[src/rtl/rv32_alu_decode_stage_if.sv]
// Fetch/execute-facing handshake and decoded-bundle signals of the RV32I ID/EX stage.
// slave is the stage itself; master is the fetch/execute side driving it.
interface rv32_alu_decode_stage_if #(
  parameter int unsigned bitwidth = 32
);
  logic                in_valid;
  logic                in_ready;
  logic [31:0]         instr;
  logic [bitwidth-1:0] pc_in;
  logic                flush;
  logic                out_valid;
  logic                out_ready;
  logic [3:0]          ALUOp;
  logic                ALUSrc;
  logic [bitwidth-1:0] imm;
  logic [4:0]          rs1;
  logic [4:0]          rs2;
  logic [4:0]          rd;
  logic                reg_write;
  logic                mem_read;
  logic                mem_write;
  logic                branch;
  logic [2:0]          funct3_out;
  logic [bitwidth-1:0] pc_out;
  logic                illegal;

  modport master (
    output in_valid, instr, pc_in, flush, out_ready,
    input  in_ready, out_valid, ALUOp, ALUSrc, imm, rs1, rs2, rd,
           reg_write, mem_read, mem_write, branch, funct3_out, pc_out, illegal
  );

  modport slave (
    input  in_valid, instr, pc_in, flush, out_ready,
    output in_ready, out_valid, ALUOp, ALUSrc, imm, rs1, rs2, rd,
           reg_write, mem_read, mem_write, branch, funct3_out, pc_out, illegal
  );
endinterface

[src/rtl/rv32_alu_decode_stage.sv]
// RV32I ID/EX register: combinational decode of OP/OP-IMM/LOAD/STORE/BRANCH into
// ALU select, operand source, immediate and control strobes, with valid/ready/flush.
module rv32_alu_decode_stage #(
  parameter int unsigned bitwidth = 32
) (
  input logic                    clk,
  input logic                    rst_n,
  rv32_alu_decode_stage_if.slave bus
);
  typedef enum logic [6:0] {
    OPC_LOAD   = 7'b0000011,
    OPC_OP_IMM = 7'b0010011,
    OPC_STORE  = 7'b0100011,
    OPC_OP     = 7'b0110011,
    OPC_BRANCH = 7'b1100011
  } opcode_e;

  typedef enum logic [3:0] {
    ALU_ADD  = 4'b0000,
    ALU_SUB  = 4'b0001,
    ALU_AND  = 4'b0010,
    ALU_OR   = 4'b0011,
    ALU_XOR  = 4'b0100,
    ALU_SLT  = 4'b0101,
    ALU_SRL  = 4'b0110,
    ALU_SLL  = 4'b0111,
    ALU_SRA  = 4'b1001,
    ALU_SLTU = 4'b1010,
    ALU_BGEU = 4'b1011
  } alu_op_e;

  function automatic alu_op_e base_op(input logic [2:0] f3);
    case (f3)
      3'b000:  return ALU_ADD;
      3'b001:  return ALU_SLL;
      3'b010:  return ALU_SLT;
      3'b011:  return ALU_SLTU;
      3'b100:  return ALU_XOR;
      3'b101:  return ALU_SRL;
      3'b110:  return ALU_OR;
      default: return ALU_AND;
    endcase
  endfunction

  logic [6:0]          funct7;
  logic [2:0]          funct3;
  logic [bitwidth-1:0] imm_i, imm_s, imm_b, imm_shamt;

  assign funct7    = bus.instr[31:25];
  assign funct3    = bus.instr[14:12];
  assign imm_i     = {{(bitwidth-12){bus.instr[31]}}, bus.instr[31:20]};
  assign imm_s     = {{(bitwidth-12){bus.instr[31]}}, bus.instr[31:25], bus.instr[11:7]};
  assign imm_b     = {{(bitwidth-12){bus.instr[31]}}, bus.instr[7], bus.instr[30:25],
                      bus.instr[11:8], 1'b0};
  assign imm_shamt = {{(bitwidth-5){1'b0}}, bus.instr[24:20]};

  alu_op_e             d_op;
  logic                d_src, d_rw, d_mr, d_mw, d_br, d_illegal;
  logic [bitwidth-1:0] d_imm;
  logic [4:0]          d_rs2, d_rd;

  always_comb begin
    d_op      = ALU_ADD;
    d_src     = 1'b0;
    d_imm     = '0;
    d_rs2     = bus.instr[24:20];
    d_rd      = bus.instr[11:7];
    d_rw      = 1'b0;
    d_mr      = 1'b0;
    d_mw      = 1'b0;
    d_br      = 1'b0;
    d_illegal = 1'b0;
    case (bus.instr[6:0])
      OPC_OP: begin
        d_rw = 1'b1;
        if (funct7 == 7'b0000000)                        d_op = base_op(funct3);
        else if (funct7 == 7'b0100000 && funct3 == 3'b000) d_op = ALU_SUB;
        else if (funct7 == 7'b0100000 && funct3 == 3'b101) d_op = ALU_SRA;
        else                                               d_illegal = 1'b1;
      end
      OPC_OP_IMM: begin
        d_src = 1'b1;
        d_rw  = 1'b1;
        d_rs2 = '0;
        d_imm = imm_i;
        d_op  = base_op(funct3);
        if (funct3 == 3'b001 || funct3 == 3'b101) begin
          d_imm = imm_shamt;
          if (funct3 == 3'b101 && funct7 == 7'b0100000) d_op = ALU_SRA;
          else if (funct7 != 7'b0000000)                d_illegal = 1'b1;
        end
      end
      OPC_LOAD: begin
        d_src     = 1'b1;
        d_imm     = imm_i;
        d_mr      = 1'b1;
        d_rw      = 1'b1;
        d_illegal = (funct3 == 3'b011) || (funct3[2:1] == 2'b11);
      end
      OPC_STORE: begin
        d_src     = 1'b1;
        d_imm     = imm_s;
        d_mw      = 1'b1;
        d_rd      = '0;
        d_illegal = (funct3 > 3'b010);
      end
      OPC_BRANCH: begin
        d_br  = 1'b1;
        d_imm = imm_b;
        d_rd  = '0;
        case (funct3)
          3'b000, 3'b001, 3'b100, 3'b101: d_op = ALU_SUB;
          3'b110:                         d_op = ALU_SLTU;
          3'b111:                         d_op = ALU_BGEU;
          default:                        d_illegal = 1'b1;
        endcase
      end
      default: d_illegal = 1'b1;
    endcase
    // An illegal encoding zeroes the controls but keeps the raw register fields.
    if (d_illegal) begin
      d_op  = ALU_ADD;
      d_src = 1'b0;
      d_imm = '0;
      d_rs2 = bus.instr[24:20];
      d_rd  = bus.instr[11:7];
      d_rw  = 1'b0;
      d_mr  = 1'b0;
      d_mw  = 1'b0;
      d_br  = 1'b0;
    end
  end

  logic                valid_q, in_ready, load;
  logic [3:0]          op_q;
  logic                src_q, rw_q, mr_q, mw_q, br_q, ill_q;
  logic [bitwidth-1:0] imm_q, pc_q;
  logic [4:0]          rs1_q, rs2_q, rd_q;
  logic [2:0]          f3_q;

  assign in_ready = !valid_q || bus.out_ready || bus.flush;
  assign load     = bus.in_valid && in_ready && !bus.flush;

  always_ff @(posedge clk or negedge rst_n) begin
    if (!rst_n) begin
      valid_q <= 1'b0;
      op_q    <= '0;
      src_q   <= 1'b0;
      imm_q   <= '0;
      rs1_q   <= '0;
      rs2_q   <= '0;
      rd_q    <= '0;
      rw_q    <= 1'b0;
      mr_q    <= 1'b0;
      mw_q    <= 1'b0;
      br_q    <= 1'b0;
      f3_q    <= '0;
      pc_q    <= '0;
      ill_q   <= 1'b0;
    end else begin
      if (bus.flush)         valid_q <= 1'b0;
      else if (load)         valid_q <= 1'b1;
      else if (bus.out_ready) valid_q <= 1'b0;
      if (load) begin
        op_q  <= d_op;
        src_q <= d_src;
        imm_q <= d_imm;
        rs1_q <= bus.instr[19:15];
        rs2_q <= d_rs2;
        rd_q  <= d_rd;
        rw_q  <= d_rw;
        mr_q  <= d_mr;
        mw_q  <= d_mw;
        br_q  <= d_br;
        f3_q  <= funct3;
        pc_q  <= bus.pc_in;
        ill_q <= d_illegal;
      end
    end
  end

  assign bus.in_ready   = in_ready;
  assign bus.out_valid  = valid_q;
  assign bus.ALUOp      = op_q;
  assign bus.ALUSrc     = src_q;
  assign bus.imm        = imm_q;
  assign bus.rs1        = rs1_q;
  assign bus.rs2        = rs2_q;
  assign bus.rd         = rd_q;
  assign bus.reg_write  = rw_q;
  assign bus.mem_read   = mr_q;
  assign bus.mem_write  = mw_q;
  assign bus.branch     = br_q;
  assign bus.funct3_out = f3_q;
  assign bus.pc_out     = pc_q;
  assign bus.illegal    = ill_q;
endmodule

[src/flat_wrapper.sv]
// flat-port wrapper written by rule: the top's interface ports become plain ports
module rv32_alu_decode_stage_flat 
#(
  parameter int unsigned bitwidth = 32
)
  (clk, rst_n, bus_in_valid, bus_instr, bus_pc_in, bus_flush, bus_out_ready, bus_in_ready, bus_out_valid, bus_ALUOp, bus_ALUSrc, bus_imm, bus_rs1, bus_rs2, bus_rd, bus_reg_write, bus_mem_read, bus_mem_write, bus_branch, bus_funct3_out, bus_pc_out, bus_illegal);
  rv32_alu_decode_stage_if #(.bitwidth(bitwidth)) bus_i ();
  input logic clk;
  input logic rst_n;
  input wire logic [$bits(bus_i.in_valid)-1:0] bus_in_valid;
  input wire logic [$bits(bus_i.instr)-1:0] bus_instr;
  input wire logic [$bits(bus_i.pc_in)-1:0] bus_pc_in;
  input wire logic [$bits(bus_i.flush)-1:0] bus_flush;
  input wire logic [$bits(bus_i.out_ready)-1:0] bus_out_ready;
  output wire logic [$bits(bus_i.in_ready)-1:0] bus_in_ready;
  output wire logic [$bits(bus_i.out_valid)-1:0] bus_out_valid;
  output wire logic [$bits(bus_i.ALUOp)-1:0] bus_ALUOp;
  output wire logic [$bits(bus_i.ALUSrc)-1:0] bus_ALUSrc;
  output wire logic [$bits(bus_i.imm)-1:0] bus_imm;
  output wire logic [$bits(bus_i.rs1)-1:0] bus_rs1;
  output wire logic [$bits(bus_i.rs2)-1:0] bus_rs2;
  output wire logic [$bits(bus_i.rd)-1:0] bus_rd;
  output wire logic [$bits(bus_i.reg_write)-1:0] bus_reg_write;
  output wire logic [$bits(bus_i.mem_read)-1:0] bus_mem_read;
  output wire logic [$bits(bus_i.mem_write)-1:0] bus_mem_write;
  output wire logic [$bits(bus_i.branch)-1:0] bus_branch;
  output wire logic [$bits(bus_i.funct3_out)-1:0] bus_funct3_out;
  output wire logic [$bits(bus_i.pc_out)-1:0] bus_pc_out;
  output wire logic [$bits(bus_i.illegal)-1:0] bus_illegal;
  assign bus_i.in_valid = bus_in_valid;
  assign bus_i.instr = bus_instr;
  assign bus_i.pc_in = bus_pc_in;
  assign bus_i.flush = bus_flush;
  assign bus_i.out_ready = bus_out_ready;
  assign bus_in_ready = bus_i.in_ready;
  assign bus_out_valid = bus_i.out_valid;
  assign bus_ALUOp = bus_i.ALUOp;
  assign bus_ALUSrc = bus_i.ALUSrc;
  assign bus_imm = bus_i.imm;
  assign bus_rs1 = bus_i.rs1;
  assign bus_rs2 = bus_i.rs2;
  assign bus_rd = bus_i.rd;
  assign bus_reg_write = bus_i.reg_write;
  assign bus_mem_read = bus_i.mem_read;
  assign bus_mem_write = bus_i.mem_write;
  assign bus_branch = bus_i.branch;
  assign bus_funct3_out = bus_i.funct3_out;
  assign bus_pc_out = bus_i.pc_out;
  assign bus_illegal = bus_i.illegal;
  rv32_alu_decode_stage #(.bitwidth(bitwidth)) u_core (.clk(clk), .rst_n(rst_n), .bus(bus_i));
endmodule
[config.mk]
export PLATFORM = sky130hd
export DESIGN_NAME = rv32_alu_decode_stage_flat
export DESIGN_NICKNAME = d
export VERILOG_FILES = /design/src/rtl/rv32_alu_decode_stage_if.sv /design/src/rtl/rv32_alu_decode_stage.sv /design/src/flat_wrapper.sv
export SDC_FILE = /design/constraint.sdc
export NUM_CORES = 1
export LEC_CHECK = 0
export BUFFER_PORTS_ARGS = -buffer_cell sky130_fd_sc_hd__buf_4
export CELL_PAD_IN_SITES_DETAIL_PLACEMENT = 2
export CELL_PAD_IN_SITES_GLOBAL_PLACEMENT = 2
export CORE_MARGIN = 2
export CORE_UTILIZATION = 26
export DETAILED_ROUTE_END_ITERATION = 7
export PLACE_DENSITY = 0.89
export SLEW_MARGIN = 20
export SYNTH_ARGS = -nofsm -noshare
export SYNTH_HDL_FRONTEND = slang
export SYNTH_SLANG_ARGS = --single-unit
[constraint.sdc]
create_clock -name clk -period 1.9 [get_ports clk]
set_input_delay 0.19 -clock clk [delete_from_list [all_inputs] [get_ports clk]]
set_output_delay 0.19 -clock clk [all_outputs]
set_load 0.01 [all_outputs]
==> impl_results.md, run 1 <==
* Largest net degree at the start of global routing at 42
* H-tree levels at 3
* CTS Root Cell: clkbuf_16
* Drt pass-1 iters at 4
* Drc violations at 0
* Worst-Margin Slew at 0.633 ns
* Skew final at 0.00674 ns
* Synthesized flop and latch total at 74
* First-pass GRT wire length at 20,300 um
* Die Y at 118 um
* Post-DRT Antenna Nets at 0
* Period utilization at 95.2%
* Starting DRT DRC Count at 147
* Syn Inst Count at 367
* I/O Pins at 163
* Antenna Diode Count at 0
* Synthesis warning total at 0
* Setup slack, reg-to-reg at 0.19 ns
* Vias per cell at 4.62
* Multi-input logic area at 0.00132 mm2
* Slew Limit Headroom at 57.8%
* Critical path data arrival time at 1.99 ns
* GR Overflow Total at 0
* Ys flop type: dfrtp_1
* CP Capture Type: register
* Die Area at 0.0140 mm2
* Setup Buffers After CTS at 0
* Total track usage at 18.3%
* Cts bufs inserted at 9
* IO Port Bufs at 162
* Core Box Area at 0.0127 mm2
* Avg Inst Size Synth at 9.26 um2
* Die X at 118 um
* Peak supply drop at 0.275 mV
* FP Rows at 41
* Hold slack at 0.0569 ns
* Upper clock frequency limit at 553 MHz
* Fillers at 1,432
* Syn Std Cell Area at 0.00340 mm2
* Clk buf depth at 2
* Seq. cell area at 0.00185 mm2
* Final setup fails at 0
* Cell variety after synth at 47
* Initial core utilization at 26.8%
* Leak Pwr at 2.64 nW
* Layout area overhead at 50.7%
* Layout cell share with drive strength beyond 1 at 40.6%
* Worst min-delay path class: in -> reg
* Max Cap Viol at 0
* RSZ-0062 raised after global routing: no
* Async set-reset flop share out of synthesis at 100%
* Final hold vios at 0
* Vias in the first global route at 3,581
* Power, Total at 4.54 mW
* Clock Latency Late Sink at 0.33 ns
* Sequential fraction of the synthesis area at 54.5%
* Initial antenna violation count at 0
* Routed wire length at 12,700 um
* Startpoint Class: input pin
* Final Max Slew Viols at 0
* Half-perimeter wire length after placement at 9670 um
* Final instance area at 0.00512 mm2
* Vias at 3,218
* Fin nets at 589
* Post-DP Area at 0.00478 mm2
* Min Tclk post-route at 1.81 ns
* Run status: completed
* Number of flops mapped to enable cells by yosys at 0
* Syn_nets at 436
* GPL Wtd Cong at 0.877
* WP data required at 2.09 ns
* Routed len/inst at 18.3 um
* CTS tree: yes
* Critical path fanouts, max at 9
* Clock sink total at 74
* Clock edge transition at the registers on the reported setup and hold paths at 0.06 ns
* Power per Cell Area at 886 mW/mm2
* WS Path Type: in -> reg
==> registers in the layout, indices dropped and copies added (netlist names) <==
signal                 flops
u_core.bus.ALUOp           4
u_core.bus.reg_write       1
u_core.bus.out_valid       1
u_core.bus.pc_out         32
u_core.bus.funct3_out      3
u_core.bus.mem_read        1
u_core.bus.mem_write       1
u_core.bus.rd              5
u_core.bus.rs2             5
u_core.bus.branch          1
u_core.bus.rs1             5
u_core.bus.ALUSrc          1
u_core.bus.illegal         1
u_core.bus.imm            13
==> power breakdown <==
part	internal (mW)	leakage (nW)	switching (mW)	total, mW
sequential	1.74	0.948	0.107	1.85
combinational	0.435	1.53	0.438	0.873
clock	1.18	0.158	0.636	1.81
==> critical path: stages <==
cell	delay, ns
buf_4	0.11
or4_4	0.55
nor3_4	0.15
a2111o_2	0.20
o311ai_2	0.17
buf_4	0.22
o41ai_1	0.40
==> synth_stat cells, drive strengths merged (2+ instances only) <==
cell type  count  area [um2]
or2            2        12.5
nand2b         7        43.8
or3            3        23.8
a22o          20         176
clkbuf        18        67.6
a22oi          4        30.0
nor2           7        26.3
o21ai         18        93.8
a31oi          3        25.0
nor3           3        20.0
dfrtp         74        1850
nor2b          4        25.0
or4            2        18.8
buf           25         179
nand3          3        15.0
a21oi          6        33.8
o21a           2        15.0
xor2           2        17.5
a32oi          2        17.5
nand2        143         537
o31ai          2        15.0
nor3b          2        15.0
o41ai          2        17.5
==> routing by layer <==
| metal | global-route usage [%] | share of wire, % | vias to the layer above |
|---|---|---|---|
| met2 | 32.7 | 52 | 91 |
| met4 | 5.65 | 1.5 | 0 |
| met3 | 3.04 | 4.6 | 18 |
| met1 | 22.6 | 41 | 1603 |
| li1 | - | - | 1506 |
| met5 | 0 | 0 | - |
==> layout make-up <==
class,instances,share of cell area [%]
Clock inverter,5,1.54
Tap cell,172,4.20
Inverter,1,0.0733
Clock buffer,10,4.67
Multi-Input combinational cell,249,25.7
Timing Repair Buffer,185,27.7
Sequential cell,74,36.2
==> stage by stage <==
stage,setup WS (ns),setup TNS [ns],cells,utilization [%]
after floorplan,-0.0182,-0.0194,367,-
after global placement,-0.137,-1.36,680,37.7
after detailed placement,-0.316,-2.92,680,37.7
after CTS,0.0281,0,696,40.3
after global routing,0.0176,0,696,40.4
final,0.0905,0,696,40.4
==> placed cells by master, fill, tap and decap left out, drive strengths merged, types with 3 or more instances in the layout <==
cell type  instances
nand3              3
nand2            143
nor2b              4
buf              184
o21ai             18
dfrtp             74
a31oi              3
a22oi              4
nor3               3
clkinv             3
clkbuf            10
nand2b             7
a21oi              6
nor2               7
a22o              20
or3                3
==> cells by family after synthesis <==
kind of cell / count (synthesis) / share of synthesized area [%]
compound gates: 65 / 14.3
xor+xnor: 3 / 0.774
buf+inv: 44 / 7.37
flops: 74 / 54.5
simple gates: 181 / 23.0
==> worst paths after layout <==
kind | from | end | cells past startpoint
min reg2reg | u_core.bus.pc_out[6] | u_core.bus.pc_out[6] | 2
min | bus_pc_in[6] | u_core.bus.pc_out[6] | 3
max in group asynchronous | rst_n | u_core.bus.pc_out[5] | 3
min in group asynchronous | rst_n | u_core.bus.rd[3] | 2
max reg2reg | u_core.bus.out_valid | u_core.bus.reg_write | 5
max | bus_instr[25] | u_core.bus.reg_write | 7
==> what timing repair did <==
action | in CTS | in global routing
gates resized for setup | 0 | 3
endpoints found under the setup margin | 0 | 4
hold buffers | 1 | 0
hold endpoints to repair | 35 | 0
Power figures use the tool's default switching activity.
==> inputs of run 2 (changes only) <==
MAX_ROUTING_LAYER = met4   (was not set)
SETUP_SLACK_MARGIN = 0.3   (was not set)
==> run 2 against run 1 <==
Effect of this change: worst setup slack improved by 0.060 ns; clock-buffer cell count did not move; die area did not move; routed wire length rose by 3.5%; critical path depth did not move; global-route usage rose by 0.85 points; non-clock buffer count rose by 7; clock power fell by 9.9%; maximum frequency rose by 3.4%; clock skew barely moved; sequential share of layout area fell by 0.74 points; via count rose by 1.6%; largest power group unchanged.
==> impl_results.md, run 2 (synthesized netlist as in run 1, its figures left out) <==
* RSZ-0062 raised after global routing: yes (was no)
* GPL Wtd Cong at 0.860 (was 0.877)
* Skew final at 0.00633 ns (was 0.00674 ns)
* Drt pass-1 iters at 4 (unchanged)
* Clock edge transition at the registers on the reported setup and hold paths at 0.06 ns (about the same)
* Fillers at 1,412 (was 1,432)
* First-pass GRT wire length at 20,600 um (was 20,300 um)
* FP Rows at 41 (unchanged)
* Worst R2R Start: u_core.bus.out_valid (unchanged)
* Half-perimeter wire length after placement at 9530 um (was 9670 um)
* Commonest non-fill, non-tap cell in the layout: buf_4 (unchanged)
* Routed len/inst at 18.7 um (was 18.3 um)
* Leak Pwr at 2.67 nW (was 2.64 nW)
* CTS tree: yes (unchanged)
* Finished Layout Cells at 704 (was 696)
* Layout cell share with drive strength beyond 1 at 43.8% (was 40.6%)
* Drc violations at 0 (unchanged)
* Initial antenna violation count at 0 (unchanged)
* Worst min-delay path class: in -> reg (unchanged)
* Final Max Slew Viols at 0 (unchanged)
* Hold Path Origin: bus_pc_in[1] (was bus_pc_in[6])
* GR Overflow Total at 0 (unchanged)
* CP Capture Type: register (unchanged)
* Final TNS setup at 0 ns (unchanged)
* Largest register FFs at 32 (unchanged)
* Vias per cell at 4.65 (was 4.62)
* CTS Root Cell: clkbuf_16 (unchanged)
* Period utilization at 92.1% (was 95.2%)
* IO Port Bufs at 162 (unchanged)
* Initial core utilization at 26.8% (unchanged)
* Layout area overhead at 53.8% (was 50.7%)
* Largest net degree at the start of global routing at 42 (unchanged)
* Min Tclk post-route at 1.75 ns (was 1.81 ns)
* Clk buf depth at 2 (unchanged)
* Core Box Area at 0.0127 mm2 (unchanged)
* Hold slack at 0.0461 ns (was 0.0569 ns)
* Power, Total at 4.37 mW (was 4.54 mW)
* Die Y at 118 um (unchanged)
* Fin nets at 596 (was 589)
* Most frequent cells in the layout: 182 x buf_4, 143 x nand2_1, 74 x dfrtp_1, 19 x a22o_1, 9 x clkbuf_16 (was 182 x buf_4, 143 x nand2_1, 74 x dfrtp_1, 19 x a22o_1, 13 x o21ai_0)
* Placed cells at 681 (was 680)
* CP startpoint: bus_instr[27] (was bus_instr[25])
* Place WS at -0.215 ns (was -0.316 ns)
* Peak supply drop at 0.415 mV (was 0.275 mV)
* Slowest library cell on the worst path: or4_4 (unchanged)
* Routed wire length at 13,200 um (was 12,700 um)
* Total track usage at 19.2% (was 18.3%)
* Clock Latency Late Sink at 0.33 ns (about the same)
* Max Cap Viol at 0 (unchanged)
* I/O Pins at 163 (unchanged)
* Chain of cells forming the critical path: buf_6 -> or4_4 -> nor3_4 -> a2111o_2 -> o311ai_4 -> or3b_4 -> o21ai_1 (was buf_4 -> or4_4 -> nor3_4 -> a2111o_2 -> o311ai_2 -> buf_4 -> o41ai_1)
* Worst-Margin Slew at 0.622 ns (was 0.633 ns)
* Run status: completed (unchanged)
* WS Path Type: in -> reg (unchanged)
* Critical path fanouts, max at 4 (was 9)
* Slowest stage delay, CP at 0.56 ns (was 0.55 ns)
* WP data required at 2.16 ns (was 2.09 ns)
* Setup ws final at 0.151 ns (was 0.0905 ns)
* Antenna Diode Count at 0 (unchanged)
* Power per Cell Area at 835 mW/mm2 (was 886 mW/mm2)
* Final hold vios at 0 (unchanged)
* Cts bufs inserted at 9 (unchanged)
* Startpoint Class: input pin (unchanged)
* H-tree levels at 3 (unchanged)
* Final setup fails at 0 (unchanged)
* Slew Limit Headroom at 58.5% (was 57.8%)
* Critical path data arrival time at 2.01 ns (was 1.99 ns)
* Starting DRT DRC Count at 137 (was 147)
* Die Area at 0.0140 mm2 (unchanged)
* Vias in the first global route at 3,689 (was 3,581)
* Vias at 3,271 (was 3,218)
* Upper clock frequency limit at 572 MHz (was 553 MHz)
* Post-DRT Antenna Nets at 0 (unchanged)
* Die X at 118 um (unchanged)
* Clock sink total at 74 (unchanged)
[run 2: per-layer routing]
metal  global-route usage [%]  up-vias  share of wire [%]
met5                        -        -                  0
met1                     22.6     1647                 41
li1                         -     1520                  -
met4                     5.95        0                1.5
met3                     3.04       14                4.0
met2                     33.6       90                 53
[run 2: area by class of cell]
type | instances | area [um2] | area share [%]
inverters | 1 | 3.75 | 0.0718
repair buffers | 192 | 1490 | 28.4
clock buffers | 10 | 239 | 4.57
flip-flops and latches | 74 | 1850 | 35.4
multi-input cells | 249 | 1390 | 26.6
well taps | 172 | 215 | 4.12
clock inverters | 6 | 41.3 | 0.790
[run 2: worst max-delay path, delay by kind of cell]
family	cells	cell delay (ns)
simple gates	3	1.20
buf+inv	1	0.09
compound gates	3	0.52
[run 2: metrics by stage]
| step | instance area, um2 | util, % |
|---|---|---|
| after detailed placement | 4780 | 37.8 |
| after global routing | 5230 | 41.2 |
| final | 5230 | 41.2 |
| after CTS | 5130 | 40.5 |
| after global placement | 4780 | 37.8 |
| after floorplan | 3400 | - |
[run 2: timing repair]
| action | CTS | global route |
|---|---|---|
| endpoints found under the hold margin | 40 | 0 |
| gates resized for setup | 13 | 19 |
| endpoints found under the setup margin | 19 | 32 |
| setup buffers | 2 | 4 |
| hold buffers | 1 | 0 |
| pin swaps | 7 | 14 |
[run 2: final timing paths]
path	endpoint	slack, ns	cells past startpoint
min	u_core.bus.pc_out[1]	0.05	3
min reg2reg	u_core.bus.pc_out[9]	0.48	2
max	u_core.bus.ALUOp[0]	0.15	7
min in group asynchronous	u_core.bus.imm[7]	0.38	2
max reg2reg	u_core.bus.ALUOp[0]	0.37	5
max in group asynchronous	u_core.bus.pc_out[4]	0.90	3
[run 2: power by group]
part           leakage, nW  internal, mW  switching [mW]  total (mW)
Combinational         1.59         0.447           0.448       0.895
Sequential           0.948          1.74           0.100        1.84
Clock                0.131         0.920           0.707        1.63
Total                 2.67          3.11            1.26        4.37
==> inputs of run 3 (changes only) <==
PLACE_DENSITY = not set   (was 0.89)
PLACE_DENSITY_LB_ADDON = 0.1   (was not set)
==> run 3 against run 2 <==
Effect of this change: die area did not move; global-route usage decreased by 0.99 points; non-clock buffer count rose by 2; cell count increased by 0.14%; flip-flop and latch count stayed put; register-to-register slack got worse by 0.06 ns; sequential share of layout area is essentially flat; critical path depth unchanged; critical path type unchanged; highest routed layer unchanged.
==> impl_results.md, run 3 (synthesized netlist as in run 1, its figures left out) <==
* WS Path Type: in -> reg (unchanged)
* First-pass GRT wire length at 19,600 um (was 20,600 um)
* Vias in the first global route at 3,618 (was 3,689)
* Power per Cell Area at 822 mW/mm2 (was 835 mW/mm2)
* Slew Limit Headroom at 62.0% (was 58.5%)
* Vias at 3,255 (was 3,271)
* Clock Latency Late Sink at 0.33 ns (about the same)
* Initial antenna violation count at 0 (unchanged)
* Min Tclk post-route at 1.71 ns (was 1.75 ns)
* Fin util at 41.3% (was 41.2%)
* Layout cell share with drive strength beyond 1 at 42.4% (was 43.8%)
* GPL Wtd Cong at 0.850 (was 0.860)
* Die X at 118 um (unchanged)
* Drt pass-1 iters at 4 (unchanged)
* Final TNS setup at 0 ns (unchanged)
* CP Capture Type: register (unchanged)
* Total track usage at 18.2% (was 19.2%)
* Routed wire length at 12,000 um (was 13,200 um)
* Drc violations at 0 (unchanged)
* Largest register FFs at 32 (unchanged)
* RSZ-0062 raised after global routing: yes (unchanged)
* CTS Root Cell: clkbuf_16 (unchanged)
* Routed len/inst at 17.1 um (was 18.7 um)
* Clk buf depth at 2 (unchanged)
* Largest net degree at the start of global routing at 61 (was 42)
* Startpoint Class: input pin (unchanged)
* CTS tree: yes (unchanged)
* Placed cells at 686 (was 681)
* Antenna Diode Count at 0 (unchanged)
* GR Overflow Total at 0 (unchanged)
* Commonest non-fill, non-tap cell in the layout: buf_4 (unchanged)
* Most frequent cells in the layout: 184 x buf_4, 143 x nand2_1, 74 x dfrtp_1, 19 x a22o_1, 13 x o21ai_0 (was 182 x buf_4, 143 x nand2_1, 74 x dfrtp_1, 19 x a22o_1, 9 x clkbuf_16)
* Finished Layout Cells at 705 (was 704)
* Period utilization at 90.2% (was 92.1%)
* H-tree levels at 3 (unchanged)
* Worst-Margin Slew at 0.571 ns (was 0.622 ns)
* Max Cap Viol at 0 (unchanged)
* Starting DRT DRC Count at 131 (was 137)
* Final hold vios at 0 (unchanged)
* WP data required at 2.16 ns (about the same)
* Leak Pwr at 2.67 nW (about the same)
* Run status: completed (unchanged)
* Vias per cell at 4.62 (was 4.65)
* Worst min-delay path class: in -> reg (unchanged)
* Half-perimeter wire length after placement at 9000 um (was 9530 um)
* Cts bufs inserted at 9 (unchanged)
* Initial core utilization at 26.8% (unchanged)
* Upper clock frequency limit at 584 MHz (was 572 MHz)
* Die Y at 118 um (unchanged)
* FP Rows at 41 (unchanged)
* IO Port Bufs at 162 (unchanged)
* Final Max Slew Viols at 0 (unchanged)
* Critical path fanouts, max at 2 (was 4)
* Clock sink total at 74 (unchanged)
* Core Box Area at 0.0127 mm2 (unchanged)
* Fillers at 1,451 (was 1,412)
* Skew final at 0.00235 ns (was 0.00633 ns)
* Layout area overhead at 54.0% (was 53.8%)
* Final setup fails at 0 (unchanged)
* Critical path data arrival time at 1.97 ns (was 2.01 ns)
* Die Area at 0.0140 mm2 (unchanged)
* Fin nets at 598 (was 596)
* Power, Total at 4.30 mW (was 4.37 mW)
* Post-DRT Antenna Nets at 0 (unchanged)
* I/O Pins at 163 (unchanged)
* Clock edge transition at the registers on the reported setup and hold paths at 0.06 ns (about the same)
* Peak supply drop at 0.289 mV (was 0.415 mV)
* Hold slack at 0.0468 ns (was 0.0461 ns)
run 3: changes by cell type in the layout (fill, tap and decap cells not counted), sizes merged:
cell / delta
clkbuf: +3
clkinvlp: -3
buf: +2
inv: -1
run 3: worst paths after layout:
kind	startpoint	to	slack, ns	cells after the start
max	bus_instr[27]	u_core.bus.ALUOp[3]	0.19	7
min	bus_pc_in[4]	u_core.bus.pc_out[4]	0.05	3
max reg2reg	u_core.bus.out_valid	u_core.bus.ALUOp[2]	0.31	5
min reg2reg	u_core.bus.pc_out[4]	u_core.bus.pc_out[4]	0.48	2
max in group asynchronous	rst_n	u_core.bus.pc_out[5]	0.95	3
min in group asynchronous	rst_n	u_core.bus.rd[0]	0.26	2
run 3: through the flow:
step / setup slack [ns] / instance area, um2
floorplan: -0.0182 / 3400
global placement: -0.176 / 4820
detailed placement: -0.248 / 4820
CTS: 0.182 / 5170
global route: 0.147 / 5230
finish: 0.187 / 5230
run 3: layout make-up:
cell class                      count  area, um2  area share, %
Timing Repair Buffer              194       1500           28.7
Sequential cell                    74       1850           35.4
Clock inverter                      2       13.8          0.263
Multi-Input combinational cell    249       1400           26.7
Tap cell                          172        215           4.11
Clock buffer                       13        250           4.78
Inverter                            1       3.75         0.0718
run 3: critical path, stage by stage:
cell     delay [ns]
buf_6          0.09
or4_4          0.55
or3_4          0.35
or4_4          0.53
o31ai_4        0.07
a21oi_2        0.05
o21ai_2        0.13
run 3: where the power goes:
part | switching [mW] | leakage, nW | internal [mW]
Sequential | 0.103 | 0.948 | 1.74
Clock | 0.653 | 0.130 | 0.915
Combinational | 0.436 | 1.60 | 0.449
Total | 1.19 | 2.67 | 3.11
run 3: per-layer routing:
metal	share of wire [%]	wire (um)	GRT usage (%)
met1	43	5120	21.9
met2	52	6270	30.7
met3	4.2	502	2.99
met4	1.2	150	6.63
met5	0	0	-
run 3: timing repair:
action | CTS | global route
endpoints found under the hold margin | 42 | 0
buffers inserted | 1 | 2
hold buffers | 1 | 0
gates resized for setup | 13 | 11
gates cloned | 0 | 0
pin swaps | 3 | 6
setup endpoints to repair | 27 | 73
